[config.mk]
export PLATFORM = sky130hd
export DESIGN_NAME = alu_mul_seq
export DESIGN_NICKNAME = d
export VERILOG_FILES = /design/src/rtl/alu_mul_seq.sv
export SDC_FILE = /design/constraint.sdc
export NUM_CORES = 1
export LEC_CHECK = 0
export CAP_MARGIN = 30
export CORE_MARGIN = 3
export CORE_UTILIZATION = 43
export CTS_CLUSTER_DIAMETER = 100
export DETAILED_ROUTE_END_ITERATION = 10
export PLACE_DENSITY = 0.88
export SETUP_SLACK_MARGIN = 0.5
export SLEW_MARGIN = 20
export SYNTH_ARGS = -nofsm -noshare
export SYNTH_HDL_FRONTEND = slang
export SYNTH_SLANG_ARGS = --single-unit
[constraint.sdc]
create_clock -name clk -period 4.33 [get_ports clk]
set_clock_uncertainty 0.15 [all_clocks]
set_input_delay 0.866 -clock clk [delete_from_list [all_inputs] [get_ports clk]]
set_output_delay 0.866 -clock clk [all_outputs]
set_load 0.05 [all_outputs]
[src/rtl/alu_mul_seq.sv]
// alu_mul_seq: iterative 32x32->64 unsigned multiply (shift-add) on the shared ALU.
// Ports: clk, reset (async high), start_valid/start_ready + op_a/op_b in;
//   alu_busy/alu_srca/alu_srcb/alu_ctrl out, alu_result/alu_flags in;
//   res_valid/res_ready + res_lo/res_hi/res_n/res_z out.
// Optional: `define MUL_EARLY_EXIT_EN to finish once remaining multiplier bits are zero.
module alu_mul_seq #(
  parameter int WIDTH = 32,
  parameter int CNT_W = 6
) (
  input  logic             clk,
  input  logic             reset,
  input  logic             start_valid,
  output logic             start_ready,
  input  logic [WIDTH-1:0] op_a,
  input  logic [WIDTH-1:0] op_b,
  output logic             alu_busy,
  output logic [WIDTH-1:0] alu_srca,
  output logic [WIDTH-1:0] alu_srcb,
  output logic [1:0]       alu_ctrl,
  input  logic [WIDTH-1:0] alu_result,
  input  logic [3:0]       alu_flags,
  output logic             res_valid,
  input  logic             res_ready,
  output logic [WIDTH-1:0] res_lo,
  output logic [WIDTH-1:0] res_hi,
  output logic             res_n,
  output logic             res_z
);

  typedef enum logic [1:0] {
    IDLE,
    RUN,
    DONE
  } state_t;

  state_t           state_q, state_d;
  logic [WIDTH-1:0] a_q, a_d;
  logic [WIDTH-1:0] h_q, h_d;
  logic [WIDTH-1:0] m_q, m_d;
  logic [CNT_W-1:0] k_q, k_d;
  logic             cy;
  logic             busy;
  logic             done;

  // Only the carry flag participates in the product.
  logic unused_flags;
  assign unused_flags = ^{alu_flags[3:2], alu_flags[0]};

  assign cy = alu_flags[1];

`ifdef MUL_EARLY_EXIT_EN
  // Low (WIDTH-k) bits of M are the multiplier bits still to process.
  logic [WIDTH-1:0] rest_mask;
  logic             rest_zero;
  logic [CNT_W:0]   shamt;

  assign rest_mask = {WIDTH{1'b1}} >> k_q;
  assign rest_zero = (m_q & rest_mask) == '0;
  assign shamt     = (CNT_W+1)'(WIDTH) - {1'b0, k_q};
`endif

  always_ff @(posedge clk or posedge reset) begin
    if (reset) begin
      state_q <= IDLE;
      a_q     <= '0;
      h_q     <= '0;
      m_q     <= '0;
      k_q     <= '0;
    end else begin
      state_q <= state_d;
      a_q     <= a_d;
      h_q     <= h_d;
      m_q     <= m_d;
      k_q     <= k_d;
    end
  end

  always_comb begin
    state_d = state_q;
    a_d     = a_q;
    h_d     = h_q;
    m_d     = m_q;
    k_d     = k_q;
    unique case (state_q)
      IDLE: begin
        if (start_valid) begin
          a_d     = op_a;
          m_d     = op_b;
          h_d     = '0;
          k_d     = '0;
          state_d = RUN;
        end
      end
      RUN: begin
`ifdef MUL_EARLY_EXIT_EN
        if (rest_zero) begin
          // Skipped iterations would only shift zeros in.
          {h_d, m_d} = {h_q, m_q} >> shamt;
          state_d    = DONE;
        end else
`endif
        begin
          if (m_q[0])
            {h_d, m_d} = {cy, alu_result, m_q[WIDTH-1:1]};
          else
            {h_d, m_d} = {1'b0, h_q, m_q[WIDTH-1:1]};
          k_d = k_q + 1'b1;
          if (k_q == CNT_W'(WIDTH-1))
            state_d = DONE;
        end
      end
      DONE: begin
        if (res_ready)
          state_d = IDLE;
      end
      default: state_d = IDLE;
    endcase
  end

  assign busy = (state_q == RUN);
  assign done = (state_q == DONE);

  assign start_ready = (state_q == IDLE);
  assign alu_busy    = busy;
  assign alu_ctrl    = 2'b00;
  assign alu_srca    = busy ? h_q : '0;
  assign alu_srcb    = busy ? a_q : '0;

  assign res_valid = done;
  assign res_lo    = done ? m_q : '0;
  assign res_hi    = done ? h_q : '0;
  assign res_n     = done & h_q[WIDTH-1];
  assign res_z     = done & (h_q == '0) & (m_q == '0);

endmodule

==> results.txt, run 1 <==
- Number of buffer and inverter stages on the critical path: 2
- The final count of pins violating max slew was 0.
- Leakage power figure: 3.52 nW
* Total cell area at the placement stage: 7690 um2
* Asr flop ratio synth: 100%
- Core box area: 12200 um2
* Root cell of the clock tree: clkbuf_16
- Power Dens Cells: 768 nW/um2
- Summed over all layers, the routed wires come to 16.1 mm.
* Clock share of power: 13.9%
* Share of total power consumed by net switching: 49.6%
* Req. time, crit path: 3.31 ns
* CTS buffer count: 9
- Delay of the slowest critical-path stage: 0.80 ns
- Synthesized area per cell: 8.60 um2
- DRC Markers: 0
- Walking the worst path, the cells encountered are and2b_4 -> buf_4 -> and2_1 -> clkdlybuf4s50_1.
* Hold violation total from the final report: 0
- During I/O placement, the number of pins put on the boundary was 239.
* First-pass GRT wire length: 26.1 mm
* Hold Worst Slack: 0.317 ns
- Worst slack at placement: 0.944 ns
- Via density per instance: 5.07
- The synthesized netlist occupies a cell area of 5440 um2.
- Detailed-route wire length per cell: 16.0 um
* Worst slew pin tran: 0.898 ns
- No sink is reached through more buffers than the 2 on the longest clock path.
- Commonest non-fill, non-tap cells in the layout: 168 x clkdlybuf4s50_1, 128 x and2_1, 121 x nand2_1, 103 x dfrtp_1, 71 x buf_4
* H-tree depth: 3
- Vias in the first global route: 4908
* Total die area: 14000 um2
- Post-synthesis instance total: 632
- Min cycle time layout: 3.60 ns
* Max IR drop VDD: 0.466 mV
- Crit start category: register
* TritonCTS clock tree: done
- Number of standard cells in the layout, taps in and fillers out: 1007
- Once the floorplan was initialized, standard cells occupied 44.7% of the core.
- The initial antenna violation count came to 0.
- GRT Total Usage: 22.8%
* Internal power: 3.11 mW
- Entering global routing, the biggest net connects 97 pins.
* Run status: completed
- Clk Latency, worst-skew pair: 0.35 ns
- After clock tree synthesis, the clock-pin slew on the worst setup and hold paths is 0.07 ns.
* Hold WC Path Type: register to register
- The slowest stage of the critical path belongs to the cell clkdlybuf4s50_1.
* CTS sink count: 104
- Summing over every cut layer, the via total after detailed routing is 5103.
* DPL Wire Length: 11.2 mm
- Number of max-cap violations: 0
- Cells with a size suffix above 1 make up 11.4% of the layout.
* Standard-cell rows: 40
- Sequential fraction of the synthesis area: 47.9%
- The area growth from synthesis to layout is 47.6%.
- Registers are responsible for 31.1% of the overall power.
- During synthesis, Yosys emitted a total of 0 warnings.
- After routing the design area is 8020 um2.
* RSZ-0062 raised after global routing: no
- Final worst slack: 0.726 ns
- Flip-flop and latch count after synthesis: 104
- Number of placed cells counting well taps: 992
* Number of optimization iterations in the first detailed-route pass: 5
- In this run the worst path has a maximum fanout of 32.
- After the first detailed-routing iteration, the DRC count stood at 421.
* Data arrival time of the worst path: 2.59 ns
- The die is 118 um tall.
* Routed Antenna Nets: 0
- In the synthesized netlist the dominant register cell turns out to be dfrtp_1.
- Die outline width: 118 um
* Capturing element type of the critical path: output pin
- Unique cell type count in the Yosys netlist: 31
* Number of buffers added on ports: 233
* GRT Residual Overflow: 0
* TNS Setup: 0 ns
- Post-route fraction of the period consumed by the critical path: 83.2%
- At the end of routability-driven placement, the weighted congestion stood at 0.905.
* Worst slew slack as a fraction of its limit: 40.1%
- The design draws 6.17 mW.
* Max frequency: 277 MHz
- Worst path top cell family by delay: buffers and inverters
- Post-layout nets: 941
- Antenna cell count: 0
* Crit Path Class: register to output pin
- Number of enable flip-flop cells after synthesis: 0
- Per report_power, the combinational group accounts for 55.0% of the total.
- For this run, the share of the core covered by cells in the final layout is 66.0%.
- The library cell used most frequently in the layout, excluding fill and tap cells, is clkdlybuf4s50_1.
* Number of setup violations in the final report: 0
* Power spent charging and discharging nets: 3.06 mW
## final timing paths
kind	from	endpoint	slack [ns]	cells after the start
setup / recovery	state_q[0]$_DFFE_PP0P_	res_lo[7]	0.73	4
hold / removal	a_q[25]$_DFFE_PP0P_	a_q[25]$_DFFE_PP0P_	0.32	2
setup reg to reg	state_q[1]$_DFFE_PP0P_	k_q[3]$_DFFE_PP0P_	2.00	6
hold reg to reg	a_q[25]$_DFFE_PP0P_	a_q[25]$_DFFE_PP0P_	0.32	2
max in group asynchronous	reset	h_q[6]$_DFFE_PP0P_	2.48	3
min in group asynchronous	reset	m_q[3]$_DFFE_PP0P_	0.83	2
## final cells by class
| type | count | area, um2 |
|---|---|---|
| Fill cell | 1039 | 4140 |
| Multi-Input combinational cell | 478 | 2640 |
| Sequential cell | 104 | 2600 |
| Timing Repair Buffer | 241 | 2260 |
| Clock buffer | 10 | 229 |
| Tap cell | 168 | 210 |
| Clock inverter | 4 | 72.6 |
| Inverter | 2 | 10.0 |
## power groups by stage
stage / sequential, mW / clock (mW) / combinational [mW]
after floorplan: 1.75 / 0 / 2.52
after global placement: 1.92 / 0 / 3.33
after detailed placement: 1.93 / 0 / 3.40
after CTS: 1.92 / 0.874 / 3.40
after global routing: 1.99 / 0.912 / 3.64
final: 1.92 / 0.854 / 3.39
## cells in the mapped netlist (2+ instances only)
cell | number | area, um2
o22ai_1 | 25 | 156
clkbuf_1 | 32 | 120
a22oi_1 | 6 | 45.0
nand4_1 | 4 | 25.0
buf_2 | 13 | 65.1
nand2_1 | 122 | 458
and2_1 | 128 | 801
mux2i_1 | 31 | 310
nor4_1 | 14 | 87.6
dfrtp_1 | 104 | 2600
nand2b_1 | 2 | 12.5
o21ai_0 | 40 | 200
buf_4 | 3 | 22.5
nor2_1 | 54 | 203
nor4_2 | 2 | 25.0
a31oi_1 | 2 | 12.5
nand3_1 | 35 | 175
o31ai_1 | 2 | 15.0
## state kept, by name, indices dropped and copies added (netlist names)
register	flops
m_q	32
h_q	32
state_q	2
a_q	32
k_q	6
## logic make-up (layout without fill, tap and decap cells)
group / count (synthesis) / after routing / synth area share (%)
flops: 104 / 104 / 47.9
mux: 31 / 31 / 5.71
xor+xnor: 1 / 1 / 0.161
simple gates: 365 / 365 / 33.5
buf+inv: 51 / 257 / 4.16
compound gates: 78 / 78 / 8.35
fa+ha+maj: 1 / 1 / 0.230
other cells: 1 / 2 / 0.0690
## routing by layer
metal / up-vias / wire length, um / track usage (%)
met5: - / 0 / 0
met4: 0 / 231 / 7.46
met3: 15 / 1220 / 5.12
met2: 193 / 7670 / 36.3
met1: 2392 / 6970 / 31.0
li1: 2503 / - / -
## what timing repair did
action                                  CTS  global route
hold buffers                              0             0
gates resized for setup                   0             1
buffers inserted                          0             0
endpoints found under the setup margin    0            24
## worst register-to-register path: stages (launching register included)
cell	delay [ns]
dfrtp_1	0.44
nand2b_4	0.17
inv_2	0.47
buf_4	0.44
nor2_1	0.24
o21ai_0	0.21
o21ai_0	0.10
Note: power is estimated with default switching activity, not from simulation.
==> run 2, diff against run 1 <==
==> constraint.sdc (replaced) <==
create_clock -name clk -period 3.8 [get_ports clk]
set_clock_uncertainty 0.15 [all_clocks]
set_input_delay 0.76 -clock clk [delete_from_list [all_inputs] [get_ports clk]]
set_output_delay 0.76 -clock clk [all_outputs]
set_load 0.05 [all_outputs]
==> run 2 against run 1 <==
  * Sequential share of layout area fell by 2.8 points
  * Combinational power is 51% higher
  * First-iteration DRC count grew 11%
  * Register-to-register slack got worse by 0.30 ns
  * Global-route usage is 1.5 points higher
==> results.txt, run 2 (synthesized netlist as in run 1, its figures left out) <==
* Run status: completed
- CTS buffer count: 9
- Traced cell by cell, the critical path runs through and2b_1 -> and2_1 -> clkdlybuf4s50_1.
- The worst setup path is captured at an output pin.
- Starting density of the core: 44.7%
- The floorplan has 40 rows.
- Total die area: 14000 um2
* Hold WC Path Type: register to register
- Clock Pin Slew Worst Setup and Hold Paths: 0.06 ns
- The worst hold path terminates at a_q[9]$_DFFE_PP0P_.
- The critical path in this run is classified as register to output pin.
- Dividing the detail-routed via count by the number of cells gives 5.15.
- GRT Residual Overflow: 0
* RSZ-0062 raised after global routing: no
* Worst reg-to-reg path cell count: 6
- Vias in the first global route: 5105
* Min cycle time layout: 3.25 ns
* Worst reg2reg startpoint: state_q[1]$_DFFE_PP0P_
* Number of antenna violations at the first check in global routing: 0
- H-tree depth: 3
- In this run the remaining antenna-violating nets after routing total 0.
- Setup violations remaining at the end of the flow were counted as 0.
- In the final routed layout, each cell accounts on average for 16.9 um.
- Max frequency: 307 MHz
- Io pins: 239
- For the final routed database, the setup TNS stands at 0 ns.
* Worst slew slack as a fraction of its limit: 39.2%
* First-pass GRT wire length: 27.5 mm
* Most common cell after layout, fill and taps aside: and2_1
- CTS sink count: 104
- Initial DRC Count: 468
- In this run, the clock network consumes 10.5% of the power.
* Worst slew pin tran: 0.911 ns
- Global routing used 24.3% of the available tracks across all layers.
- Buffers inserted during post-CTS setup optimization: 0
- The worst setup path is launched from a register.
- Number of buffers added on ports: 233
- In this run the horizontal extent of the chip is 118 um.
* Die Y-Extent: 118 um
* Share of total power consumed by net switching: 45.6%
- Maximum number of pins on one net before global-route repair: 97
- The HPWL after detailed placement is 12.2 mm.
- Worst path top cell family by delay: buffers and inverters
- The final count of pins violating max slew was 0.
- Internal power: 4.45 mW
* DRC Markers: 0
- Power Dens Cells: 929 nW/um2
* Data arrival time of the worst path: 2.34 ns
- The area growth from synthesis to layout is 61.7%.
* Root cell of the clock tree: clkbuf_16
- Leakage power figure: 4.02 nW
* Startpoint of the tightest hold check path: a_q[9]$_DFFE_PP0P_
* Antenna cell count: 0
- The worst register-to-register path has a setup slack of 1.70 ns.
- Largest registers ranked by flip-flop count: a_q (32), h_q (32), m_q (32)
- Post-layout nets: 944
- Hold violation total from the final report: 0
* Routability-driven placement congestion ratio: 0.881
* Sequential share of power: 27.0%
- Share of final-layout standard cells stronger than drive strength 1: 11.4%
- For the worst setup path, the data required time is 2.89 ns.
* Hold Worst Slack: 0.315 ns
- Leaving out fill and tap cells, the most frequent cells in the layout are 128 x and2_1, 121 x nand2_1, 121 x clkdlybuf4s50_1, 103 x dfrtp_1, 69 x buf_12.
- For this block, the routed nets add up to 17.1 mm of wire.
* Count of vias placed by the detailed router: 5211
- Core box area: 12200 um2
- The tool flagged a number of max-cap violations equal to 0.
* CP max-delay cell: clkdlybuf4s50_1
- Along the worst path, the maximum fanout reaches 11.
* Reg2reg end: k_q[3]$_DFFE_PP0P_
- TritonCTS clock tree: done
* Longest Clk Path Bufs: 2
* Comb pwr share: 62.5%
- Max IR drop VDD: 0.527 mV
- Post-route fraction of the period consumed by the critical path: 85.6%
- In this run the power spent charging and discharging nets is 3.73 mW.
- Hold Path Cell Cnt: 2
- Number of fill cells in the layout: 925
- The number of buffers and inverters on the critical path is 1.
- Clk Latency, worst-skew pair: 0.34 ns
- The largest single stage delay on the critical path is 0.82 ns.
* Number of optimization iterations in the first detailed-route pass: 6
[run 2: cell count changes in the layout (fill, tap and decap cells not counted), moves of 2 or more]
cell / delta
clkbuf_1: +3
clkbuf_8: +2
buf_12: +68
buf_4: -65
bufinv_16: -2
and2b_1: +2
dlygate4sd2_1: +45
clkdlybuf4s50_1: -47
[run 2: what timing repair did]
| item | 4_1_cts | 5_1_grt |
|---|---|---|
| endpoints found under the hold margin | 0 | 0 |
| endpoints found under the setup margin | 52 | 5 |
| gates cloned | 0 | 2 |
| gates resized for setup | 48 | 1 |
| hold buffers | 0 | 0 |
[run 2: final cells by class]
type / instances / area (um2) / share of cell area (%)
clock buffers: 15 / 268 / 3.04
repair buffers: 242 / 3040 / 34.6
well taps: 168 / 210 / 2.39
flip-flops and latches: 104 / 2600 / 29.6
multi-input cells: 480 / 2660 / 30.2
inverters: 2 / 11.3 / 0.128
[run 2: per-layer routing]
layer / global-route usage, % / vias to the layer above / share of wire, %
met5: 0 / - / 0
met4: 8.91 / 0 / 2.3
met3: 7.66 / 29 / 8.6
met2: 40.6 / 223 / 49
met1: 29.6 / 2454 / 40
li1: - / 2505 / -
[run 2: worst max path at each step]
| stage | start | end | depth (start not counted) |
|---|---|---|---|
| final | state_q[0]$_DFFE_PP0P_ | res_lo[26] | 3 |
| after detailed placement | state_q[0]$_DFFE_PP0P_ | res_lo[8] | 4 |
| after CTS | state_q[0]$_DFFE_PP0P_ | res_z | 5 |
| after global placement | state_q[0]$_DFFE_PP0P_ | res_hi[8] | 4 |
| after floorplan | m_q[0]$_DFFE_PP0P_ | res_z | 5 |
| after global routing | state_q[0]$_DFFE_PP0P_ | res_lo[22] | 3 |
[run 2: metrics by stage]
step           setup slack, ns  instance area [um2]  utilization [%]  total power [mW]  std cells
6_report                 0.546                 8790             72.3              8.17       1011
3_5_place_dp             0.600                 8540             70.2              7.35        993
5_1_grt                  0.505                 8790             72.3              8.61       1011
3_3_place_gp             0.641                 8540             70.2              7.22        993
4_1_cts                  0.500                 8750             72.0              8.23       1008
2_1_floorplan            0.827                 5450                -              4.87        633
[run 2: tightest hold or removal path, delay by kind of cell, from the launching register on]
kind / cells / cell delay (ns)
AND/OR/NAND/NOR: 2 / 0.10
flip-flops: 1 / 0.34
[run 2: power by group through the flow]
stage          combinational, mW  clock, mW  sequential [mW]
4_1_cts                     5.14      0.886             2.20
6_report                    5.11      0.861             2.20
3_3_place_gp                5.04          0             2.19
2_1_floorplan               2.88          0             2.00
3_5_place_dp                5.13          0             2.22
5_1_grt                     5.39      0.930             2.29
==> run 3, diff against run 2 <==
--- a/config.mk
+++ b/config.mk
@@ -10,6 +10,7 @@
 export CORE_UTILIZATION = 43
 export CTS_CLUSTER_DIAMETER = 100
 export DETAILED_ROUTE_END_ITERATION = 10
+export GPL_TIMING_DRIVEN = 0
 export PLACE_DENSITY = 0.88
 export SETUP_SLACK_MARGIN = 0.5
 export SLEW_MARGIN = 20
==> run 3 against run 2 <==
  * Global-route usage increased by 1.7 points
  * Cell area decreased by 5.0%
  * Power decreased by 13%
  * Critical path type unchanged
  * Highest routed layer unchanged
==> results.txt, run 3 (synthesized netlist as in run 1, its figures left out) <==
* TNS Setup: 0 ns
* Starting density of the core: 44.7%
* Via density per instance: 5.22
- Run status: completed
* Number of setup violations in the final report: 0
- CTS sink count: 104
- The via count of the first global-routing pass was 5514.
* Detailed-route wire length per cell: 17.6 um
- CTS buffer count: 9
- Max frequency: 312 MHz
- Req. time, crit path: 2.89 ns
- The number of failing hold endpoints at the final stage came to 0.
* Capturing element type of the critical path: output pin
- CTS placed an instance of clkbuf_16 at the clock tree root.
- Utilization after layout: 68.7%
- Number of max-cap violations: 0
- Antenna cell count: 0
- H-tree depth: 3
- In this run the deepest clock path goes through 2 buffers.
- By startpoint and endpoint, the worst setup path is classified as register to output pin.
- Non-Filler Cell Area, Final: 8350 um2
* Commonest non-fill, non-tap cells in the layout: 128 x and2_1, 122 x nand2_1, 104 x dfrtp_1, 102 x clkdlybuf4s50_1, 61 x clkdlybuf4s15_2
- Once detail routing completed, the nets flagged for antenna violations numbered 0.
- Crit start category: register
- DRC Markers: 0
- Clk Latency, worst-skew pair: 0.35 ns
* Io pins: 239
- Clock Pin Slew Worst Setup and Hold Paths: 0.07 ns
- Worst slew slack as a fraction of its limit: 59.0%
- The final count of pins violating max slew came to 0.
- The min-delay analysis places its worst path in the category register to register.
* Die outline width: 118 um
* Count of vias placed by the detailed router: 5497
* Post-route fraction of the period consumed by the critical path: 84.5%
- The die is 118 um tall.
- Share of final-layout standard cells stronger than drive strength 1: 14.5%
- Number of hold-repair buffers added at the cts stage: 0
- At the worst endpoint, the arrival time is 2.30 ns.
- Maximum number of pins on one net before global-route repair: 34
- Number of optimization iterations in the first detailed-route pass: 7
- Power Dens Cells: 854 nW/um2
- RSZ-0062 raised after global routing: no
- The routed design has 18.6 mm of wire.
* Highest fanout seen on the critical path: 10
- The finished layout holds 1053 standard cells, fillers aside.
- Max IR drop VDD: 0.481 mV
* Routability-driven placement congestion ratio: 0.923
- After legalization and detailed placement, the total HPWL measured 13.7 mm.
* Most common cell after layout, fill and taps aside: and2_1
* Number of placed cells counting well taps: 1037
- Core box area: 12200 um2
- The initial antenna violation count came to 0.
* Total cell area at the placement stage: 8060 um2
- Standard-cell rows: 40
- The detailed router finished its first iteration with 423 violations.
* TritonCTS clock tree: done
- Min cycle time layout: 3.21 ns
- GRT Total Usage: 26.1%
- The die covers 14000 um2.
- After global routing the overflow that remains totals 0.
- The first global-routing pass estimated 29.3 mm of wire.
* Leakage power figure: 3.89 nW
- Post-layout nets: 985
- Area added between synthesis and finish: 53.6%
* Worst slew pin tran: 0.613 ns
- In this run the tool buffered the top-level ports with 233 buffer cells.
- In the final layout, the registers with the most flip-flops are a_q (32), h_q (32), m_q (32).
[run 3: cell count changes in the layout (fill, tap and decap cells not counted), sizes merged, moves of 3 or more]
cell           before  now
buf                75   21
dlymetal6s2s        0    8
clkbuf             15   58
dlygate4sd2        45   42
clkdlybuf4s50     121  102
clkdlybuf4s15       1   65
[run 3: stage by stage]
stage | total power, mW | worst slack, ns | hold WS (ns)
detailed placement | 6.33 | 0.223 | 0.304
CTS | 7.15 | 0.332 | 0.321
global route | 7.54 | 0.506 | 0.338
global placement | 6.24 | 0.261 | 0.298
floorplan | 4.87 | 0.827 | 0.287
finish | 7.14 | 0.591 | 0.315
[run 3: layout make-up]
type	instances	area (um2)
clock inverters	5	80.1
repair buffers	236	2360
inverters	2	11.3
flip-flops and latches	104	2600
multi-input cells	478	2610
clock buffers	11	243
fillers	1006	3810
well taps	168	210
plain buffers	49	231
[run 3: power by group]
| group | switching (mW) | internal (mW) | leakage, nW |
|---|---|---|---|
| clock network | 0.414 | 0.595 | 0.152 |
| logic | 2.64 | 1.30 | 2.50 |
| registers | 0.543 | 1.65 | 1.23 |
| total | 3.59 | 3.54 | 3.89 |
[run 3: what timing repair did]
item                                   in CTS  in global routing
setup endpoints to repair                 123                 87
cloned                                      0                  0
gates resized for setup                   261                 47
endpoints found under the hold margin       0                  0
buffers inserted                            0                  0
[run 3: worst paths after layout]
path                                         from             endpoint  slack, ns  cells past startpoint
max                        state_q[1]$_DFFE_PP0P_          alu_srca[8]       0.59                      6
min                            a_q[8]$_DFFE_PP0P_   a_q[8]$_DFFE_PP0P_       0.32                      2
max reg2reg                state_q[0]$_DFFE_PP0P_   k_q[5]$_DFFE_PP0P_       1.86                      5
min reg2reg                    a_q[8]$_DFFE_PP0P_   a_q[8]$_DFFE_PP0P_       0.32                      2
max in group asynchronous                   reset   a_q[2]$_DFFE_PP0P_       2.31                      3
min in group asynchronous                   reset  m_q[25]$_DFFE_PP0P_       0.66                      2
[run 3: per-layer routing]
metal | vias to the layer above | part of all wire (%) | global-route usage, %
met5 | - | 0 | 0
met4 | 0 | 2.0 | 7.89
met3 | 28 | 8.4 | 6.22
met2 | 262 | 49 | 44.4
met1 | 2615 | 41 | 32.9
li1 | 2592 | - | -
[run 3: worst max-delay path, stage by stage, from the launching register on]
cell and delay (ns):
dfrtp_1 0.41, nand2b_1 0.15, buf_2 0.17, inv_2 0.09, clkbuf_1 0.36, and2_1 0.20, dlygate4sd2_1 0.56
